[config.mk]
export PLATFORM = sky130hd
export DESIGN_NAME = dbg_step_dump
export DESIGN_NICKNAME = d
export VERILOG_FILES = /design/src/rtl/dbg_step_dump.sv
export SDC_FILE = /design/constraint.sdc
export NUM_CORES = 1
export LEC_CHECK = 0
export BUFFER_PORTS_ARGS = -buffer_cell sky130_fd_sc_hd__buf_2
export CAP_MARGIN = 20
export CORE_MARGIN = 2
export CORE_UTILIZATION = 48
export DETAILED_ROUTE_END_ITERATION = 10
export PLACE_DENSITY = 0.76
export SETUP_SLACK_MARGIN = 0.05
export SYNTH_ARGS = -nofsm -noshare
export SYNTH_HDL_FRONTEND = slang
export SYNTH_SLANG_ARGS = --single-unit
export TNS_END_PERCENT = 5
[constraint.sdc]
create_clock -name clk -period 5.7 [get_ports clk]
set_input_delay 0.855 -clock clk [delete_from_list [all_inputs] [get_ports clk]]
set_output_delay 0.855 -clock clk [all_outputs]
set_load 0.01 [all_outputs]
[src/rtl/dbg_step_dump.sv]
// ---------------------------------------------------------------------------
// dbg_step_dump
//
// UART debug controller sitting between uart_rx, the tx character FIFO and
// the pipeline clock enable. Single-byte commands received from uart_rx:
//   CMD_STEP : advance the pipeline one cycle, then dump the probes
//   CMD_RUN  : free-run the pipeline until a halt
//   CMD_HALT : stop a run, then dump (no-op when idle)
//   CMD_DUMP : dump the probes without stepping
// Unknown bytes produce a single ERR_BYTE. A dump is HDR_BYTE followed by
// the shadowed probe words, LSB byte of word 0 first.
//
// Optional feature, macro DBG_CYCLE_COUNT_EN: a 32-bit free-running count of
// pipe_step cycles is snapshotted with the probes and appended (LSB first)
// to every dump.
//
// Ports:
//   clk          system clock
//   rst_n        synchronous active-low reset
//   rx_data      received byte from uart_rx
//   rx_data_rdy  uart_rx ready level; a rising edge marks one new byte
//   halt_req     external halt request, honoured only while running
//   probe_bus    NUM_WORDS probe words, word i at [i*WORD_W +: WORD_W]
//   fifo_full    tx FIFO full flag (back-pressure)
//   fifo_din     byte presented to the tx FIFO
//   fifo_wr_en   tx FIFO write strobe
//   pipe_step    pipeline clock enable
//   busy         high whenever the controller is not idle
// ---------------------------------------------------------------------------
module dbg_step_dump #(
    parameter int           NUM_WORDS = 2,
    parameter int           WORD_W    = 32,
    parameter logic [7:0]   CMD_STEP  = 8'h41,
    parameter logic [7:0]   CMD_RUN   = 8'h52,
    parameter logic [7:0]   CMD_HALT  = 8'h48,
    parameter logic [7:0]   CMD_DUMP  = 8'h44,
    parameter logic [7:0]   HDR_BYTE  = 8'h42,
    parameter logic [7:0]   ERR_BYTE  = 8'h3F
) (
    input  logic                        clk,
    input  logic                        rst_n,
    input  logic [7:0]                  rx_data,
    input  logic                        rx_data_rdy,
    input  logic                        halt_req,
    input  logic [NUM_WORDS*WORD_W-1:0] probe_bus,
    input  logic                        fifo_full,
    output logic [7:0]                  fifo_din,
    output logic                        fifo_wr_en,
    output logic                        pipe_step,
    output logic                        busy
);

    localparam int PROBE_BYTES = NUM_WORDS * (WORD_W / 8);
`ifdef DBG_CYCLE_COUNT_EN
    localparam int CNT_BYTES   = 4;
`else
    localparam int CNT_BYTES   = 0;
`endif
    // Bytes streamed after the header; full dump is one longer.
    localparam int SEND_LEN    = PROBE_BYTES + CNT_BYTES;
    localparam int DUMP_LEN    = 1 + SEND_LEN;
    localparam int IDX_W       = $clog2(DUMP_LEN);
    localparam logic [IDX_W-1:0] IDX_LAST = IDX_W'(SEND_LEN - 1);

    typedef enum logic [2:0] {
        ST_IDLE,
        ST_STEP,
        ST_RUN,
        ST_SNAP,
        ST_HDR,
        ST_SEND,
        ST_ERR
    } state_t;

    state_t             state_reg, state_next;
    logic [IDX_W-1:0]   idx_reg, idx_next;
    logic               rdy_q_reg;
    logic               new_byte;
    logic               run_exit;
    logic [7:0]         send_byte;

    // Live bytes to capture and their shadow copy, in stream order.
    logic [7:0]         snap_bytes [SEND_LEN];
    logic [7:0]         shadow_reg [SEND_LEN];

    // ------------------------------------------------------------------
    // Byte detect. rdy_q resets high so a ready level that is already
    // asserted when reset releases is not mistaken for a fresh byte.
    // ------------------------------------------------------------------
    always_ff @(posedge clk) begin
        if (!rst_n) begin
            rdy_q_reg <= 1'b1;
        end else begin
            rdy_q_reg <= rx_data_rdy;
        end
    end

    assign new_byte = rx_data_rdy & ~rdy_q_reg;

    // A halt byte and halt_req together still produce a single exit.
    assign run_exit = halt_req | (new_byte & (rx_data == CMD_HALT));

    // ------------------------------------------------------------------
    // Snapshot sources: probe bytes in flat order (byte k of word i sits
    // at i*WORD_W + 8k, i.e. flat byte i*(WORD_W/8)+k), then the counter.
    // ------------------------------------------------------------------
    generate
        for (genvar gi = 0; gi < PROBE_BYTES; gi++) begin : g_probe_bytes
            assign snap_bytes[gi] = probe_bus[gi*8 +: 8];
        end
    endgenerate

`ifdef DBG_CYCLE_COUNT_EN
    logic [31:0] cycle_cnt_reg;

    // Counts pipeline cycles; wraps naturally and is cleared only by reset.
    always_ff @(posedge clk) begin
        if (!rst_n) begin
            cycle_cnt_reg <= 32'd0;
        end else if (pipe_step) begin
            cycle_cnt_reg <= cycle_cnt_reg + 32'd1;
        end
    end

    generate
        for (genvar gi = 0; gi < 4; gi++) begin : g_cnt_bytes
            assign snap_bytes[PROBE_BYTES + gi] = cycle_cnt_reg[gi*8 +: 8];
        end
    endgenerate
`endif

    // Shadow register: captured in SNAP while the pipeline is frozen.
    always_ff @(posedge clk) begin
        if (!rst_n) begin
            for (int i = 0; i < SEND_LEN; i++) begin
                shadow_reg[i] <= 8'h00;
            end
        end else if (state_reg == ST_SNAP) begin
            for (int i = 0; i < SEND_LEN; i++) begin
                shadow_reg[i] <= snap_bytes[i];
            end
        end
    end

    // Byte selected by the stream index.
    always_comb begin
        send_byte = 8'h00;
        for (int i = 0; i < SEND_LEN; i++) begin
            if (idx_reg == IDX_W'(i)) begin
                send_byte = shadow_reg[i];
            end
        end
    end

    // ------------------------------------------------------------------
    // State register
    // ------------------------------------------------------------------
    always_ff @(posedge clk) begin
        if (!rst_n) begin
            state_reg <= ST_IDLE;
            idx_reg   <= '0;
        end else begin
            state_reg <= state_next;
            idx_reg   <= idx_next;
        end
    end

    // ------------------------------------------------------------------
    // Next state and outputs. All outputs derive from the registered
    // state plus fifo_full / the run exit condition, so writes never
    // occur while the FIFO is full.
    // ------------------------------------------------------------------
    always_comb begin
        state_next = state_reg;
        idx_next   = idx_reg;
        fifo_din   = 8'h00;
        fifo_wr_en = 1'b0;
        pipe_step  = 1'b0;
        busy       = (state_reg != ST_IDLE);

        case (state_reg)
            ST_IDLE: begin
                if (new_byte) begin
                    if (rx_data == CMD_STEP) begin
                        state_next = ST_STEP;
                    end else if (rx_data == CMD_RUN) begin
                        state_next = ST_RUN;
                    end else if (rx_data == CMD_DUMP) begin
                        state_next = ST_SNAP;
                    end else if (rx_data == CMD_HALT) begin
                        state_next = ST_IDLE;
                    end else begin
                        state_next = ST_ERR;
                    end
                end
            end

            ST_STEP: begin
                pipe_step  = 1'b1;
                state_next = ST_SNAP;
            end

            ST_RUN: begin
                // The pipeline is frozen from the exit cycle itself.
                pipe_step = ~run_exit;
                if (run_exit) begin
                    state_next = ST_SNAP;
                end
            end

            ST_SNAP: begin
                state_next = ST_HDR;
            end

            ST_HDR: begin
                fifo_din   = HDR_BYTE;
                fifo_wr_en = ~fifo_full;
                if (!fifo_full) begin
                    state_next = ST_SEND;
                end
            end

            ST_SEND: begin
                fifo_din   = send_byte;
                fifo_wr_en = ~fifo_full;
                if (!fifo_full) begin
                    if (idx_reg == IDX_LAST) begin
                        idx_next   = '0;
                        state_next = ST_IDLE;
                    end else begin
                        idx_next = idx_reg + 1'b1;
                    end
                end
            end

            ST_ERR: begin
                fifo_din   = ERR_BYTE;
                fifo_wr_en = ~fifo_full;
                if (!fifo_full) begin
                    state_next = ST_IDLE;
                end
            end

            default: begin
                state_next = ST_IDLE;
            end
        endcase
    end

endmodule

==> reports/qor.yml <==
cells_and_area:
  final_net_count: 478
  largest_register_ffs: 64
  syn_to_final_growth_pct: 20.6
  final_layout_size_suffix_gt1_frac: 0.277
  finalNonFillerCells: 500
  insertedDiodeCount: 0
run:
  drv.max_cap_violation_count: 0
clock_network:
  cts_tree: "yes"
  clk_latency_ns: 0.34
  clkSinkCount: 72
  post_cts_hold_buffer_count: 0
  clk_path_buf_depth: 2
  cts_repair_resize_count: 0
  cts_max_level: 3
  worst_setup_hold_path_clk_slew_ns: 0.08
  cts_buffers: 9
  root_buffer_selected_by_cts: "clkbuf_8"
  number_of_buffers_inserted_to_repair_setup_after_cts: 0
sta:
  worstMarginPinSlew_ns: 0.854
  setup_tns_ns: 0
  timing.final.crit_share: 0.642
  timing.final.setup_violations: 0
  hold_slack_ns: 0.646
  rsz_0062_raised_after_global_routing: "no"
  timing.fmax_mhz: 273
  timing.max_slew.rel_slack: 0.429
  fin_crit_ns: 3.66
  finalMaxSlewViolations: 0
  timing.clock.skew_ns: 0.00842
  hold_viol_final: 0
die:
  core_region_area_sq_um: 7290
  floorplan.die.width_um: 91.1
  design.portCount: 88
  die-area_sq_um: 8310
  num_rows: 31
  die_height_um: 91.1
  initial_core_util: 0.500
critical_path:
  arrival_ns: 2.80
  critical_path.n_buffers_inverters: 1
  critical_path_class: "reg -> out"
  worst-path-stages: 5
  start_kind: "flip-flop"
  crit_fanout: 25
  max_stage_delay_cell_worst_path: "or4_1"
  timing.critical_path.cells: "ha_1 > or4_1 > o32a_1 > a2111oi_2 > buf_2"
  end_kind: "output port"
  worstRegToRegCells: 3
  critical_path.top_delay_family: "simple AND/OR/NAND/NOR gates"
  critical_path.max_stage_delay_ns: 0.72
  timing.critical_path.required_ns: 4.85
worst_hold_path:
  hold_path_depth: 3
  hp-class: "reg -> reg"
route:
  detail_route.wl_per_cell_um: 16.9
  drc: 0
  dr.pass1.iters: 6
  via_to_cell_ratio: 5.73
  dr.first_iter.drc_count: 185
  detail_route_antenna_nets: 0
  dr_total_vias: 2867
  routed_wl_um: 8430
synth:
  synth-main-ff-cell: "edfxtp_1"
  post_synth_main_area_contributors: "edfxtp_1 (53%), and3_1 (8.6%), dfxtp_1 (4.4%)"
  syn_inst: 321
  yosys_warnings: 0
  most_used_standard_cells_in_the_synthesized_netlist: "edfxtp_1 (64), and3_1 (50), a21oi_1 (22)"
  net_count_after_synthesis: 402
  syn-cell-area_sq_um: 3640
  yosys_register_bits: 72
  ys_seq_area_frac: 0.571
  yosysUniqueCellTypes: 50
  synth_top_area_frac: 0.527
  synth_area_leader_cell: "edfxtp_1"
  synthArstFlopShare: 0
  yosysMostFrequentCell: "edfxtp_1"
  synth-edff-count: 64
  syn_avg_cell_area_sq_um: 11.4
placed_design:
  port_buffers: 87
  gp_routability_congestion: 0.865
  post-dp-hpwl_um: 6100
  post-place-cells: 485
grt:
  number_of_antenna_violations_at_the_first_check_in_global_routing: 0
  overflow: 0
  grt_pass1_vias: 2765
  grt_usage: 0.208
  largest_net_degree_at_the_start_of_global_routing: 70
  grt_pass1_wl_um: 13400
power_and_ir_drop:
  leakagePower_nw: 1.89
  ir_drop_mv: 0.161
  power_per_cell_area_nw_per_um2: 325
status:
  outcome: "finished clean"
-- cells in the final DEF (no fill, tap or decap), types with 3 or more instances in the layout --
cell / n
a21oi_1: 22
a221oi_1: 9
a22oi_1: 6
and2_1: 16
and3_1: 50
buf_2: 87
buf_4: 3
bufinv_16: 4
clkbuf_8: 9
dfxtp_1: 8
edfxtp_1: 64
ha_1: 4
inv_1: 11
nand2_1: 13
nand2b_1: 4
nand3b_1: 4
nor2_1: 10
nor2b_1: 7
o211ai_1: 4
o21a_1: 5
o22ai_1: 6
o32a_1: 6
o32ai_1: 5
or3_1: 3
-- stage by stage --
stage | power, mW | area (sq um) | worst slack [ns] | util
2_1_floorplan | 0.827 | 3640 | 1.69 | -
3_3_place_gp | 0.909 | 4140 | 2.57 | 0.568
3_5_place_dp | 0.919 | 4140 | 2.48 | 0.568
4_1_cts | 1.43 | 4400 | 2.09 | 0.603
5_1_grt | 1.49 | 4400 | 1.88 | 0.603
6_report | 1.43 | 4400 | 2.04 | 0.603
-- routing by layer --
metal | part of all wire | wire (um) | global-route usage | up-vias
met5 | 0 | 0 | 0 | -
met4 | 0.019 | 160 | 0.0833 | 0
met3 | 0.067 | 565 | 0.0423 | 16
met2 | 0.47 | 3960 | 0.320 | 121
met1 | 0.44 | 3740 | 0.291 | 1340
li1 | - | - | - | 1390
-- logic make-up after synthesis --
kind of cell | synth area share
flops | 0.571
mux | 0.00309
compound gates | 0.166
buf+inv | 0.0402
xor+xnor | 0.00961
fa+ha+maj | 0.0137
simple gates | 0.196
-- path summary, 6_finish.rpt --
path / start / to / slack, ns
min: idx_reg[0] / idx_reg[3] / 0.65
min reg2reg: idx_reg[0] / idx_reg[3] / 0.65
max: idx_reg[0] / fifo_din[6] / 2.04
max reg2reg: state_reg[0] / shadow_reg[1][27] / 3.17
-- power by group --
part / internal [mW] / switching, mW / leakage [nW]
clock: 0.332 / 0.191 / 0.127
combinational: 0.102 / 0.132 / 1.04
sequential: 0.632 / 0.0416 / 0.726
total: 1.07 / 0.365 / 1.89
-- final cells by class --
cell class / instances / area (sq um)
multi-input cells: 212 / 1430
flip-flops and latches: 72 / 2080
fillers: 635 / 2900
well taps: 99 / 124
inverters: 12 / 45.0
clock buffers: 9 / 124
repair buffers: 90 / 458
clock inverters: 6 / 133
-- worst reg2reg max path, cell delays in order (launching register included) --
cell and delay [ns]:
dfxtp_1 0.59, nand2_1 0.28, o21ai_4 0.74, buf_4 0.55
No activity file was read; power rests on OpenSTA's default activity.
